`src/rtl/music_sequencer.sv`:
```
// Song ROM sequencer: fetches {dur, note} entries and times each note in TICK_DIV-cycle units.
// Optional pause input is enabled by defining MUSIC_SEQ_PAUSE_EN.
module music_sequencer #(
  parameter int TICK_DIV  = 750000,
  parameter int GAP_TICKS = 1,
  parameter int ADDR_W    = 8
) (
  input  logic              clk,
  input  logic              rst,
  input  logic              start,
  input  logic              stop,
  input  logic              loop_en,
`ifdef MUSIC_SEQ_PAUSE_EN
  input  logic              pause,
`endif
  output logic [ADDR_W-1:0] rom_addr,
  input  logic [7:0]        rom_data,
  output logic [4:0]        choose,
  output logic              busy,
  output logic              done
);

  localparam int PRE_W   = (TICK_DIV > 1) ? $clog2(TICK_DIV) : 1;
  localparam int GAP_MAX = (GAP_TICKS > 7) ? GAP_TICKS : 7;
  localparam int UNIT_W  = $clog2(GAP_MAX + 1);

  localparam logic [PRE_W-1:0]  PRE_LAST  = PRE_W'(TICK_DIV - 1);
  localparam logic [UNIT_W-1:0] GAP_LAST  = UNIT_W'((GAP_TICKS > 0) ? GAP_TICKS - 1 : 0);
  localparam logic [ADDR_W-1:0] ADDR_LAST = '1;

  typedef enum logic [2:0] {
    s_idle,
    s_fetch,
    s_load,
    s_play,
    s_gap,
    s_done
  } state_t;

  state_t state, state_nx;

  logic [PRE_W-1:0]  pre_cnt;
  logic [UNIT_W-1:0] unit_cnt;
  logic [4:0]        note_r;
  logic [2:0]        dur_r;

  logic [2:0]        dec_dur;
  logic [4:0]        dec_note;
  logic              freeze;
  logic              tick;
  logic              play_last;
  logic              gap_last;
  logic              at_end;

  logic [ADDR_W-1:0] rom_addr_nx;
  logic [4:0]        choose_nx;
  logic              busy_nx;
  logic              done_nx;
  logic              cnt_clr;
  logic              cnt_run;
  logic              note_ld;

  assign dec_dur  = rom_data[7:5];
  assign dec_note = rom_data[4:0];

`ifdef MUSIC_SEQ_PAUSE_EN
  assign freeze = pause;
`else
  assign freeze = 1'b0;
`endif

  assign tick      = (pre_cnt == PRE_LAST);
  assign play_last = tick && (unit_cnt == UNIT_W'(dur_r - 3'd1));
  assign gap_last  = tick && (unit_cnt == GAP_LAST);
  // The last ROM slot behaves like an end marker so playback never wraps into stale data.
  assign at_end    = (rom_addr == ADDR_LAST);

  always_ff @(posedge clk) begin
    if (rst) begin
      state <= s_idle;
    end else begin
      state <= state_nx;
    end
  end

  always_comb begin
    state_nx = state;
    unique case (state)
      s_idle: begin
        if (start) state_nx = s_fetch;
      end
      s_fetch: state_nx = s_load;
      s_load: begin
        if (dec_dur == 3'd0) state_nx = loop_en ? s_fetch : s_done;
        else                 state_nx = s_play;
      end
      s_play: begin
        if (!freeze && play_last) begin
          if (GAP_TICKS > 0)            state_nx = s_gap;
          else if (at_end && !loop_en)  state_nx = s_done;
          else                          state_nx = s_fetch;
        end
      end
      s_gap: begin
        if (!freeze && gap_last) state_nx = (at_end && !loop_en) ? s_done : s_fetch;
      end
      s_done: state_nx = s_idle;
      default: state_nx = s_idle;
    endcase
    // stop beats everything, including a simultaneous start.
    if (stop) state_nx = s_idle;
  end

  always_comb begin
    rom_addr_nx = rom_addr;
    choose_nx   = choose;
    cnt_clr     = 1'b0;
    cnt_run     = 1'b0;
    note_ld     = 1'b0;
    unique case (state)
      s_idle: begin
        choose_nx = 5'd0;
        if (start) rom_addr_nx = '0;
      end
      s_load: begin
        if (dec_dur == 3'd0) begin
          if (loop_en) rom_addr_nx = '0;
          else         choose_nx   = 5'd0;
        end else begin
          choose_nx = dec_note;
          note_ld   = 1'b1;
          cnt_clr   = 1'b1;
        end
      end
      s_play: begin
        cnt_run   = !freeze;
        choose_nx = freeze ? 5'd0 : note_r;
        if (state_nx == s_gap) begin
          choose_nx = 5'd0;
          cnt_clr   = 1'b1;
        end else if (state_nx == s_fetch) begin
          rom_addr_nx = at_end ? '0 : rom_addr + 1'b1;
        end else if (state_nx == s_done) begin
          choose_nx = 5'd0;
        end
      end
      s_gap: begin
        cnt_run   = !freeze;
        choose_nx = 5'd0;
        if (state_nx == s_fetch) rom_addr_nx = at_end ? '0 : rom_addr + 1'b1;
      end
      s_done: choose_nx = 5'd0;
      default: ;
    endcase
    if (stop && state != s_idle) begin
      rom_addr_nx = '0;
      choose_nx   = 5'd0;
      cnt_run     = 1'b0;
    end
    busy_nx = (state_nx != s_idle);
    done_nx = (state_nx == s_done);
  end

  always_ff @(posedge clk) begin
    if (rst) begin
      rom_addr <= '0;
      choose   <= 5'd0;
      busy     <= 1'b0;
      done     <= 1'b0;
      pre_cnt  <= '0;
      unit_cnt <= '0;
    end else begin
      rom_addr <= rom_addr_nx;
      choose   <= choose_nx;
      busy     <= busy_nx;
      done     <= done_nx;
      // Counters restart on entry to PLAY and GAP so every note length is exact.
      if (cnt_clr) begin
        pre_cnt  <= '0;
        unit_cnt <= '0;
      end else if (cnt_run) begin
        if (tick) begin
          pre_cnt  <= '0;
          unit_cnt <= unit_cnt + 1'b1;
        end else begin
          pre_cnt  <= pre_cnt + 1'b1;
        end
      end
    end
  end

  always_ff @(posedge clk) begin
    if (note_ld) begin
      dur_r  <= dec_dur;
      note_r <= dec_note;
    end
  end

endmodule

```
`config.mk`:
```
export PLATFORM = sky130hd
export DESIGN_NAME = music_sequencer
export DESIGN_NICKNAME = d
export VERILOG_FILES = /design/src/rtl/music_sequencer.sv
export SDC_FILE = /design/constraint.sdc
export NUM_CORES = 1
export LEC_CHECK = 0
export CAP_MARGIN = 5
export CORE_MARGIN = 8
export CORE_UTILIZATION = 60
export CTS_BUF_LIST = sky130_fd_sc_hd__clkbuf_16
export CTS_CLUSTER_SIZE = 30
export DETAILED_ROUTE_END_ITERATION = 8
export PLACE_DENSITY_LB_ADDON = 0.15
export SLEW_MARGIN = 30
export SYNTH_ARGS = -nofsm -noshare
export SYNTH_HDL_FRONTEND = slang
export SYNTH_SLANG_ARGS = --single-unit
```
`constraint.sdc`:
```
create_clock -name clk -period 4.7 [get_ports clk]
set_clock_uncertainty 0.05 [all_clocks]
set_input_delay 0.47 -clock clk [delete_from_list [all_inputs] [get_ports clk]]
set_output_delay 0.47 -clock clk [all_outputs]
set_load 0.02 [all_outputs]
```
Word level (Yosys, flattened, before mapping):

Index checks and enable logic that the tools add are counted.

* register bits: 49
* word-level logic and storage cells: 76
* input port bits: 13
* output and inout bits: 15

* multiplexer cells: 28
* equal/unequal tests: 16
* $add $sub $neg: 4
* reductions and logical operators: 19

Operators with widths (count)
* $mux W8: 6
* $pmux W8 S4: 1
* $mux W5: 5
* $mux W3: 7
* $add A20 B1 Y20 const B: 1
* $eq A20 B20 Y1 const B: 1
* $mux W20: 1
* $pmux W3 S5: 1
* $pmux W5 S3: 1
* $eq A3 B3 Y1 const B: 4
* $logic_not A3 Y1: 3
* $reduce_bool A3 Y1: 3
* $add A8 B1 Y8 const B: 1
* $eq A8 B8 Y1 const B: 1
* $ne A2 B2 Y1 const B: 4
* $eq A3 B1 Y1 const B: 2
* $eq A3 B2 Y1 const B: 2
* $reduce_or A2 Y1: 3
* $mux W1: 5
* $reduce_and A5 Y1: 1
* $logic_and A1 B1 Y1: 4
* $reduce_and A2 Y1: 2
* $reduce_bool A4 Y1: 1
* $add A3 B1 Y3 const B: 1
* other kinds (6): 6

Depth between registers and ports, before layout:

Gate-level depths: netlist (run 1).

* depth after elaboration: 11
* depth in mapped cells: 12

Worst setup path before layout (run 1):

Ideal clock, no wire load.

* path type: flip-flop to flip-flop
* start: register dur_r[0]
* end: register pre_cnt[4]
* period minus slack after synthesis: 2.401 ns
* setup slack: 2.299 ns
* data required time: 4.586 ns
* data arrival time: 2.287 ns
* setup time: 0.064 ns
* stages on the path, launching flop included: 13
* buffers on the path: 3
* cells stage by stage: edfxtp_1 -> inv_1 -> ha_1 -> xnor3_1 -> nand3_2 -> nor2_1 -> and4_1 -> or3_1 -> clkbuf_1 -> or2_1 -> buf_2 -> buf_6 -> nor2_1

* cells in the longest elaborated chain, start to end: 10

RTL lines
* start: declaration: RTL line 45 `logic [2:0] dur_r;`
* start signal: assignment: RTL line 194 `dur_r <= dec_dur;`
* $sub A3 B1 Y3: RTL line 73 `assign play_last = tick && (unit_cnt == UNIT_W'(dur_r - 3'd1));`
* $eq A3 B3 Y1: RTL line 73
* $logic_and A1 B1 Y1: RTL line 73
* $mux W3: RTL line 98 `if (!freeze && play_last) begin`
* $pmux W3 S5: RTL line 88 `unique case (state)`
* $mux W3: RTL line 111 `if (stop) state_nx = s_idle;`
* $eq A3 B3 Y1: RTL line 138 `if (state_nx == s_gap) begin`
* $mux W1: RTL line 138
* $pmux W1 S2: RTL line 120 `unique case (state)`
* $reduce_or A2 Y1 (no source line)
* end signal: assignment: RTL line 186 `pre_cnt <= pre_cnt + 1'b1;`
* end: declaration: RTL line 42 `logic [PRE_W-1:0] pre_cnt;`

No other way between the ends.
A chain may end at the register's enable or synchronous reset.

Final worst setup path (run 1):

* start: register state[2]
* end: register pre_cnt[10]

* cells in the longest elaborated chain, start to end: 7
* elaborated cells between the ends (all ways): 19

RTL lines
* start: declaration: RTL line 40 `state_t state, state_nx;`
* start signal: assignment: RTL line 80 `state <= s_idle;`
* start signal: assignment: RTL line 82 `state <= state_nx;`
* $eq A3 B3 Y1 (tied with other cells): RTL line 88, 120
* $pmux W3 S5: RTL line 88
* $mux W3: RTL line 111
* $eq A3 B3 Y1: RTL line 138
* $mux W1: RTL line 138
* $pmux W1 S2: RTL line 120
* $reduce_or A2 Y1 (no source line)

Several ways; a longest one is shown, not always the timed one.

==> flow_summary.ini, run 1 <==
[sta]
tns_ns = 0
max_freq_mhz = 376
grt_setup_unrepaired = false
fin_crit_sh_pct = 56.5
setup_viol = 0
period_needed_ns = 2.66
relSlewSlack_pct = 61.7
tightest_slew_ns = 0.575
hold_viol_final = 0
final_max_slew_viol_count = 0

[cts]
hold_buffers = 0
max-clock-path-buffers = 2
cts_buffers = 5
clock_sinks = 49
cts_setup_buffers = 0
htreeDepth = 2
cts.reportedPaths.clkPinSlew_ns = 0.06
cts_tree = yes
ctsResizeCount = 0
cts-root-buf = clkbuf_16
clk_latency_ns = 0.29

[power]
ir_drop_mv = 0.213
p_leak_nw = 1.11
powerDensity_nw_per_um2 = 296
power.total_uw = 891

[final_layout]
fin_area_um2 = 3020
fillCellCount = 310
nets = 328
syn_to_final_growth_pct = 18.1
layout-drive-gt1-share_pct = 5.79
seqCellArea_um2 = 1060
multi_input_area_um2 = 1400
diodes = 0

[min_path]
min_path_type = flop to flop

[logic_synthesis]
dominantRegCellSynth = dfxtp_1
synth_top_family_by_area = simple AND/OR/NAND/NOR gates
synthAdderAreaFrac_pct = 2.45
syn_nets = 301
yosys-top-cells-area = dfxtp_1 (32%), edfxtp_1 (9.4%), nor2_1 (5.9%)
synth.area.mux_share_pct = 0.392
ys_seq_elements = 49
yosysMostFrequentCell = dfxtp_1
ys_seq_area_share_pct = 41.5
synth-xor-area-share_pct = 7.74
async_flop_share_pct = 0
ys_types = 51
synth-simple-area-share_pct = 30.7
syn_area_per_cell_um2 = 9.02
synth_area_um2 = 2550
yosysWarnings = 0
synthTopCellsByCount = dfxtp_1 (41), nor2_1 (40), nand2_1 (16), nand3_1 (16), o21ai_0 (15)
yosys.area.top_type = dfxtp_1
syn_inst = 283
synth_top_area_share_pct = 32.1
synth_compound_area_share_pct = 13.7
synth_edf_count = 8

[grt]
grt_pass1_vias = 2049
grt_max_degree = 18
grt.total_usage_pct = 17.5
grt_pass1_wl_um = 9180
grt_antenna_before_repair = 0
overflow = 0

[worst_setup_path]
reg2reg_slack_ns = 2.04
crit_fanout = 14
worstPathRequired_ns = 4.81
timing.critical_path.slowest_stage_cell = dfxtp_1
setup.worst_path.end_class = flop
critPathLaunchType = flop
crit_type = flop to flop
path_cells = or3b_1 -> a21oi_1 -> nand4_1 -> nor2_1 -> nand4_1 -> xor2_1 -> nor2_1
cp.arrival_ns = 2.76
critical_path.max_stage_delay_ns = 0.57

[routing]
drc_errors = 0
dr.pass1.iters = 4
vias = 2157
routed_wl_um = 5500
viasPerCell = 5.98
drt_iter0_drc = 111
ant_nets = 0
wl_per_cell_um = 15.2

[floorplanning]
start_util_pct = 62.9
dieWidth_um = 81.2
io_pins = 28
coreArea_um2 = 4060
rows = 23
die_area_um2 = 6600
die_y_um = 81.2

[placed_design]
io_buffers = 27
hpwlAfterDp_um = 3990
place_area_um2 = 2850
place_congestion = 0.844

[flow_run]
drv_cap = 0

[run_status]
status = completed
critical path: cells and delay by family (launching register included):
family                    cells  cell delay (ns)
AOI/OAI and AO/OA             1             0.31
xor gates and xnor gates      1             0.18
DFF                           1             0.57
and+or+nand+nor               5             1.40
final timing paths:
kind	start	end	cells past startpoint
worst max-delay path	state[2]	pre_cnt[10]	7
worst min-delay path	rom_addr[7]	rom_addr[7]	1
worst max register to register	state[2]	pre_cnt[10]	7
worst min register to register	rom_addr[7]	rom_addr[7]	1
logic make-up after synthesis:
family                     count (synthesis)
xor gates and xnor gates                  21
and+or+nand+nor                          136
adders and majority gates                  5
AOI/OAI and AO/OA                         51
buffers and inverters                     20
muxes                                      1
DFF                                       49
per-stage QoR:
step                hold slack (ns)  worst slack [ns]  utilization, %  cells
floorplan                     0.413              2.30               -    283
CTS                           0.425              2.04            74.3    361
detailed placement            0.412              1.89            70.2    353
global placement              0.410              1.96            70.2    353
global route                  0.471              1.79            74.3    361
finish                        0.425              2.04            74.3    361
where the power goes:
group / internal [mW] / switching [mW]
logic: 0.0238 / 0.0303
clock network: 0.249 / 0.155
registers: 0.430 / 0.00357
total: 0.703 / 0.189
cell usage in the layout, fill, tap and decap left out, types with 5 or more instances in the layout:
cell type	n
xor2_1	14
xnor2_1	6
or3_1	5
o31ai_1	6
a221oi_1	5
nand3_1	16
nand4_1	7
nor2_1	40
dfxtp_1	41
ha_1	5
inv_1	12
a21oi_1	11
nor3_1	7
edfxtp_1	8
clkbuf_16	5
clkdlybuf4s50_1	27
nand2_1	16
and3_1	10
o21ai_0	15
registers in the layout (all words and copies together), names as in the netlist:
register / cells
dur_r: 3
unit_cnt: 3
rom_addr: 8
note_r: 5
choose: 5
pre_cnt: 20
state: 3
busy: 1
done: 1
layer usage:
metal  share of wire (%)  routed length (um)  global-route usage [%]
met1                  44                2410                    20.3
met2                  50                2750                    29.4
met3                 5.1                 283                    6.18
met4                 1.0                  57                    5.18
met5                   0                   0                       0
layout make-up:
cell class | count | area share, %
Clock buffer | 5 | 4.15
Clock inverter | 3 | 1.37
Inverter | 12 | 1.49
Multi-Input combinational cell | 214 | 46.5
Sequential cell | 49 | 35.2
Tap cell | 50 | 2.07
Timing Repair Buffer | 28 | 9.21
No activity file was read; power rests on OpenSTA's default activity.
==> run 2, diff against run 1 <==
--- a/config.mk
+++ b/config.mk
@@ -7,7 +7,7 @@
 export LEC_CHECK = 0
 export CAP_MARGIN = 5
 export CORE_MARGIN = 8
-export CORE_UTILIZATION = 60
+export CORE_UTILIZATION = 56
 export CTS_BUF_LIST = sky130_fd_sc_hd__clkbuf_16
 export CTS_CLUSTER_SIZE = 30
 export DETAILED_ROUTE_END_ITERATION = 8
==> constraint.sdc (replaced) <==
create_clock -name clk -period 2.76 [get_ports clk]
set_clock_uncertainty 0.05 [all_clocks]
set_input_delay 0.276 -clock clk [delete_from_list [all_inputs] [get_ports clk]]
set_output_delay 0.276 -clock clk [all_outputs]
set_load 0.02 [all_outputs]
==> run 2 against run 1 <==
  * Sequential share of layout area fell by 0.62 points
  * Combinational power is 81% higher
  * Sequential cell count stayed put
  * Largest power group unchanged
  * Fmax grew 3.4%
  * Critical path depth increased by 2
  * Worst hold slack improved by 0.0018 ns
==> flow_summary.ini, run 2 (synthesis gave the netlist of run 1 again) <==
[floorplanning]
start_util_pct = 58.2
dieWidth_um = 83.5
rows = 24
die_y_um = 83.5
io_pins = 28
die_area_um2 = 6980
coreArea_um2 = 4380

[power]
ir_drop_mv = 0.373
p_leak_nw = 1.14
p_int_mw = 1.11
sw_frac_of_total_pct = 22.1
p_clk_share_pct = 41.3
p_seq_share_pct = 51.8
power.total_mw = 1.42
p_sw_uw = 315
power_frac_comb_pct = 6.9
powerDensity_nw_per_um2 = 464

[final_layout]
layout-drive-gt1-share_pct = 8.78
syn_to_final_growth_pct = 20.2
largest_register_ff_count = 20
reg_top3 = pre_cnt: 20 flops, rom_addr: 8 flops
fillCellCount = 354
top_register = pre_cnt
nets = 336
postLayoutCoreUtil_pct = 70.0
diodes = 0
layout_common_cells = dfxtp_1 (41), nor2_1 (40), clkdlybuf4s50_1 (27)
final_cells = 371
final_common_cell = dfxtp_1

[cts]
cts_buffers = 5
cts.reportedPaths.clkPinSlew_ns = 0.06
hold_buffers = 0
cts-root-buf = clkbuf_16
clock_sinks = 49
clk_latency_ns = 0.29
max-clock-path-buffers = 2
cts_tree = yes
htreeDepth = 2

[routing]
routed_wl_um = 5690
drt_iter0_drc = 137
dr.pass1.iters = 4
ant_nets = 0
vias = 2226
viasPerCell = 6.00
wl_per_cell_um = 15.3
drc_errors = 0

[sta]
finalWorstSetupSlack_ns = 0.189
grt_setup_unrepaired = false
max_freq_mhz = 389
final_max_slew_viol_count = 0
hold_viol_final = 0
tns_ns = 0
fin_crit_sh_pct = 93.2
setup_viol = 0
tightest_slew_ns = 0.586
period_needed_ns = 2.57
relSlewSlack_pct = 60.9

[placed_design]
post-place-ws_ns = 0.144
hpwlAfterDp_um = 4180
place_congestion = 0.850
io_buffers = 27
place_inst = 363

[worst_setup_path]
timing.rr.end = rom_addr[4]
reg2reg_from = dur_r[0]
ff2ff_path_depth = 9
critical_path.max_stage_delay_ns = 0.50
worstPathRequired_ns = 2.92
crit_fanout = 6
timing.critical_path.slowest_stage_cell = or4_1
path_cells = inv_1 -> ha_1 -> xnor3_1 -> and3_1 -> a31oi_1 -> nor4_4 -> nand3_2 -> or4_1 -> a21oi_1
setup.worst_path.end_class = flop
crit_type = flop to flop
cp.arrival_ns = 2.73
reg2reg_slack_ns = 0.19
critPathLaunchType = flop

[grt]
grt.total_usage_pct = 16.4
grt_antenna_before_repair = 0
overflow = 0
grt_max_degree = 18
grt_pass1_vias = 2194
grt_pass1_wl_um = 9880

[run_status]
status = completed

[min_path]
whs_path_depth = 1
hold-path-endpoint = rom_addr[7]
hold_path.startpoint = rom_addr[7]
min_path_type = flop to flop

[flow_run]
drv_cap = 0
-- run 2: layer usage --
layer  track usage (%)  vias up  routed length, um
met5                 0        -                  0
met4              3.77        0                 47
met3              4.20        4                229
met2              29.8       53               2960
met1              18.7     1070               2450
li1                  -     1099                  -
-- run 2: repair_timing --
action                                  CTS  global route
endpoints found under the setup margin    0             1
gates resized for setup                   0             2
setup buffers                             0             0
-- run 2: how the worst max path moves through the flow --
stage | start | to | slack, ns | depth (start not counted)
after CTS | dur_r[0] | rom_addr[4] | 0.12 | 9
after global placement | rom_data[6] | rom_addr[4] | 0.30 | 8
after global routing | dur_r[0] | rom_addr[4] | 0.02 | 9
after detailed placement | dur_r[0] | rom_addr[4] | 0.14 | 9
final | dur_r[0] | rom_addr[4] | 0.19 | 9
after floorplan | dur_r[0] | pre_cnt[4] | 0.36 | 12
-- run 2: per-stage QoR --
step	hold WS [ns]	instance area [um^2]
detailed placement	0.413	2910
finish	0.427	3070
CTS	0.425	3060
global placement	0.413	2910
floorplan	0.325	2550
global route	0.459	3070
-- run 2: final cells by class --
cell class / count / area, um^2 / area share [%]
Clock buffer: 5 / 125 / 4.07
Clock inverter: 3 / 18.8 / 0.611
Inverter: 12 / 45.0 / 1.47
Multi-Input combinational cell: 214 / 1420 / 46.2
Sequential cell: 49 / 1060 / 34.6
Tap cell: 52 / 65.1 / 2.12
Timing Repair Buffer: 36 / 338 / 11.0
-- run 2: power by group through the flow --
| stage | registers, mW | logic (mW) | clock network, mW |
|---|---|---|---|
| floorplan | 0.757 | 0.0489 | 0 |
| global placement | 0.754 | 0.0948 | 0 |
| global route | 0.739 | 0.107 | 0.634 |
| finish | 0.738 | 0.0980 | 0.588 |
| detailed placement | 0.754 | 0.0965 | 0 |
| CTS | 0.738 | 0.0975 | 0.602 |
-- run 2: critical path: cells and delay by family, from the launching register on --
family,cells,cell delay (ns)
compound gates,2,0.31
flops,1,0.37
simple gates,4,1.19
buf+inv,1,0.06
xor+xnor,1,0.31
fa+ha+maj,1,0.20
==> run 3, diff against run 2 <==
--- a/config.mk
+++ b/config.mk
@@ -6,11 +6,14 @@
 export NUM_CORES = 1
 export LEC_CHECK = 0
 export CAP_MARGIN = 5
+export CELL_PAD_IN_SITES_DETAIL_PLACEMENT = 0
+export CELL_PAD_IN_SITES_GLOBAL_PLACEMENT = 1
 export CORE_MARGIN = 8
-export CORE_UTILIZATION = 56
+export CORE_UTILIZATION = 48
 export CTS_BUF_LIST = sky130_fd_sc_hd__clkbuf_16
 export CTS_CLUSTER_SIZE = 30
 export DETAILED_ROUTE_END_ITERATION = 8
+export DONT_BUFFER_PORTS = 1
 export PLACE_DENSITY_LB_ADDON = 0.15
 export SLEW_MARGIN = 30
 export SYNTH_ARGS = -nofsm -noshare
==> constraint.sdc (replaced) <==
create_clock -name clk -period 2.4 [get_ports clk]
set_clock_uncertainty 0.05 [all_clocks]
set_input_delay 0.24 -clock clk [delete_from_list [all_inputs] [get_ports clk]]
set_output_delay 0.24 -clock clk [all_outputs]
set_load 0.02 [all_outputs]
==> run 3 against run 2 <==
  * Largest cell class unchanged
  * Setup slack got worse by 0.12 ns
  * First-iteration DRC count fell by 26%
  * Sequential power rose by 16%
  * Clock power rose by 52%
  * Non-clock buffer count rose by 14
==> flow_summary.ini, run 3 (synthesis gave the netlist of run 1 again) <==
[routing]
drc_errors = 0
drt_iter0_drc = 101
wl_per_cell_um = 14.6
routed_wl_um = 5870
dr.pass1.iters = 4
ant_nets = 0
viasPerCell = 5.53
vias = 2227

[final_layout]
nets = 350
syn_to_final_growth_pct = 28.2
layout_common_cells = dfxtp_1 (41), buf_4 (41), nor2_1 (40)
layout-drive-gt1-share_pct = 21.3
top_register = pre_cnt
largest_register_ff_count = 20
fin_area_um2 = 3270
reg_top3 = pre_cnt: 20 flops, rom_addr: 8 flops
postLayoutCoreUtil_pct = 64.1
diodes = 0

[cts]
cts_tree = yes
cts_buffers = 5
cts.reportedPaths.clkPinSlew_ns = 0.06
htreeDepth = 2
clk_latency_ns = 0.29
clock_sinks = 49
cts-root-buf = clkbuf_16
max-clock-path-buffers = 2

[placed_design]
place_congestion = 0.820
hpwlAfterDp_um = 4450
io_buffers = 0
place_area_um2 = 2910

[worst_setup_path]
path_cells = inv_2 -> ha_4 -> xor2_2 -> and3_4 -> a31oi_4 -> nor4_4 -> nand3_2 -> or4_1 -> a21oi_1
critPathCapture = rom_addr[4]
crit_type = flop to flop
timing.critical_path.slowest_stage_cell = or4_1
ff2ff_path_depth = 9
critical_path.max_stage_delay_ns = 0.49
reg2reg_from = dur_r[0]
worstPathRequired_ns = 2.57
cp.arrival_ns = 2.50
crit_fanout = 6
critPathLaunchType = flop
timing.rr.end = rom_addr[4]
setup.worst_path.end_class = flop
cp-startpoint = dur_r[0]
reg2reg_slack_ns = 0.07
path_buf_inv = 1
cp.depth = 9
crit_family = simple AND/OR/NAND/NOR gates

[floorplanning]
coreArea_um2 = 5110
die_y_um = 88.9
start_util_pct = 50.0
rows = 26
die_area_um2 = 7910
dieWidth_um = 88.9
io_pins = 28

[grt]
grt_pass1_wl_um = 9940
grt.total_usage_pct = 15.9
grt_max_degree = 18
grt_pass1_vias = 2222
overflow = 0
grt_antenna_before_repair = 0

[sta]
hold_viol_final = 0
hold_ws_ns = 0.0864
max_freq_mhz = 429
grt_setup_unrepaired = true
final_max_slew_viol_count = 0
tightest_slew_ns = 0.414
relSlewSlack_pct = 72.2
fin_crit_sh_pct = 97.2
period_needed_ns = 2.33
setup_viol = 0

[power]
powerDensity_nw_per_um2 = 563
p_leak_nw = 1.28
power.total_mw = 1.84
ir_drop_mv = 0.277

[min_path]
min_path_type = input pin to flop

[run_status]
status = completed

[flow_run]
drv_cap = 0
run 3: what timing repair did:
action / 4_1_cts / 5_1_grt
pin swaps: 4 / 7
setup endpoints to repair: 5 / 13
buffers inserted: 1 / 1
resized for setup: 0 / 14
endpoints found under the hold margin: 8 / 0
hold buffers: 8 / 0
run 3: report_power, final:
part | internal [mW] | switching (mW) | total (mW)
Combinational | 0.0472 | 0.0514 | 0.0986
Sequential | 0.842 | 0.0118 | 0.854
Clock | 0.595 | 0.296 | 0.891
run 3: worst min path at each step:
| stage | from | end | slack (ns) | cells past startpoint |
|---|---|---|---|---|
| 2_1_floorplan | rom_data[5] | dur_r[0] | 0.29 | 0 |
| 5_1_grt | rst | state[1] | 0.1 | 1 |
| 4_1_cts | rom_data[4] | choose[4] | 0.09 | 2 |
| 3_5_place_dp | rom_data[1] | note_r[1] | 0.29 | 0 |
| 3_3_place_gp | rom_data[4] | note_r[4] | 0.29 | 0 |
| 6_report | rom_data[3] | choose[3] | 0.09 | 2 |
run 3: cell type report:
| type | instances | area, um^2 |
|---|---|---|
| Multi-Input combinational cell | 214 | 1480 |
| Tap cell | 70 | 87.6 |
| Sequential cell | 49 | 1060 |
| Inverter | 12 | 45.0 |
| Timing Repair Buffer | 50 | 408 |
| Clock buffer | 5 | 125 |
| Fill cell | 477 | 1830 |
| Clock inverter | 3 | 65.1 |
run 3: routing by layer:
layer | GRT usage, % | part of all wire [%] | vias to the layer above
met5 | 0 | 0 | -
met4 | 5.89 | 1.3 | 0
met3 | 3.40 | 4.2 | 7
met2 | 29.4 | 52 | 38
met1 | 17.3 | 42 | 1060
li1 | - | - | 1122
run 3: metrics by stage:
step / setup WS [ns] / std cells / setup TNS (ns)
6_report: 0.0670 / 403 / 0
4_1_cts: -0.0173 / 402 / -0.0373
5_1_grt: -0.0908 / 403 / -0.431
3_3_place_gp: 0.0233 / 385 / 0
2_1_floorplan: 0.0142 / 283 / 0
3_5_place_dp: -0.0123 / 385 / -0.0294
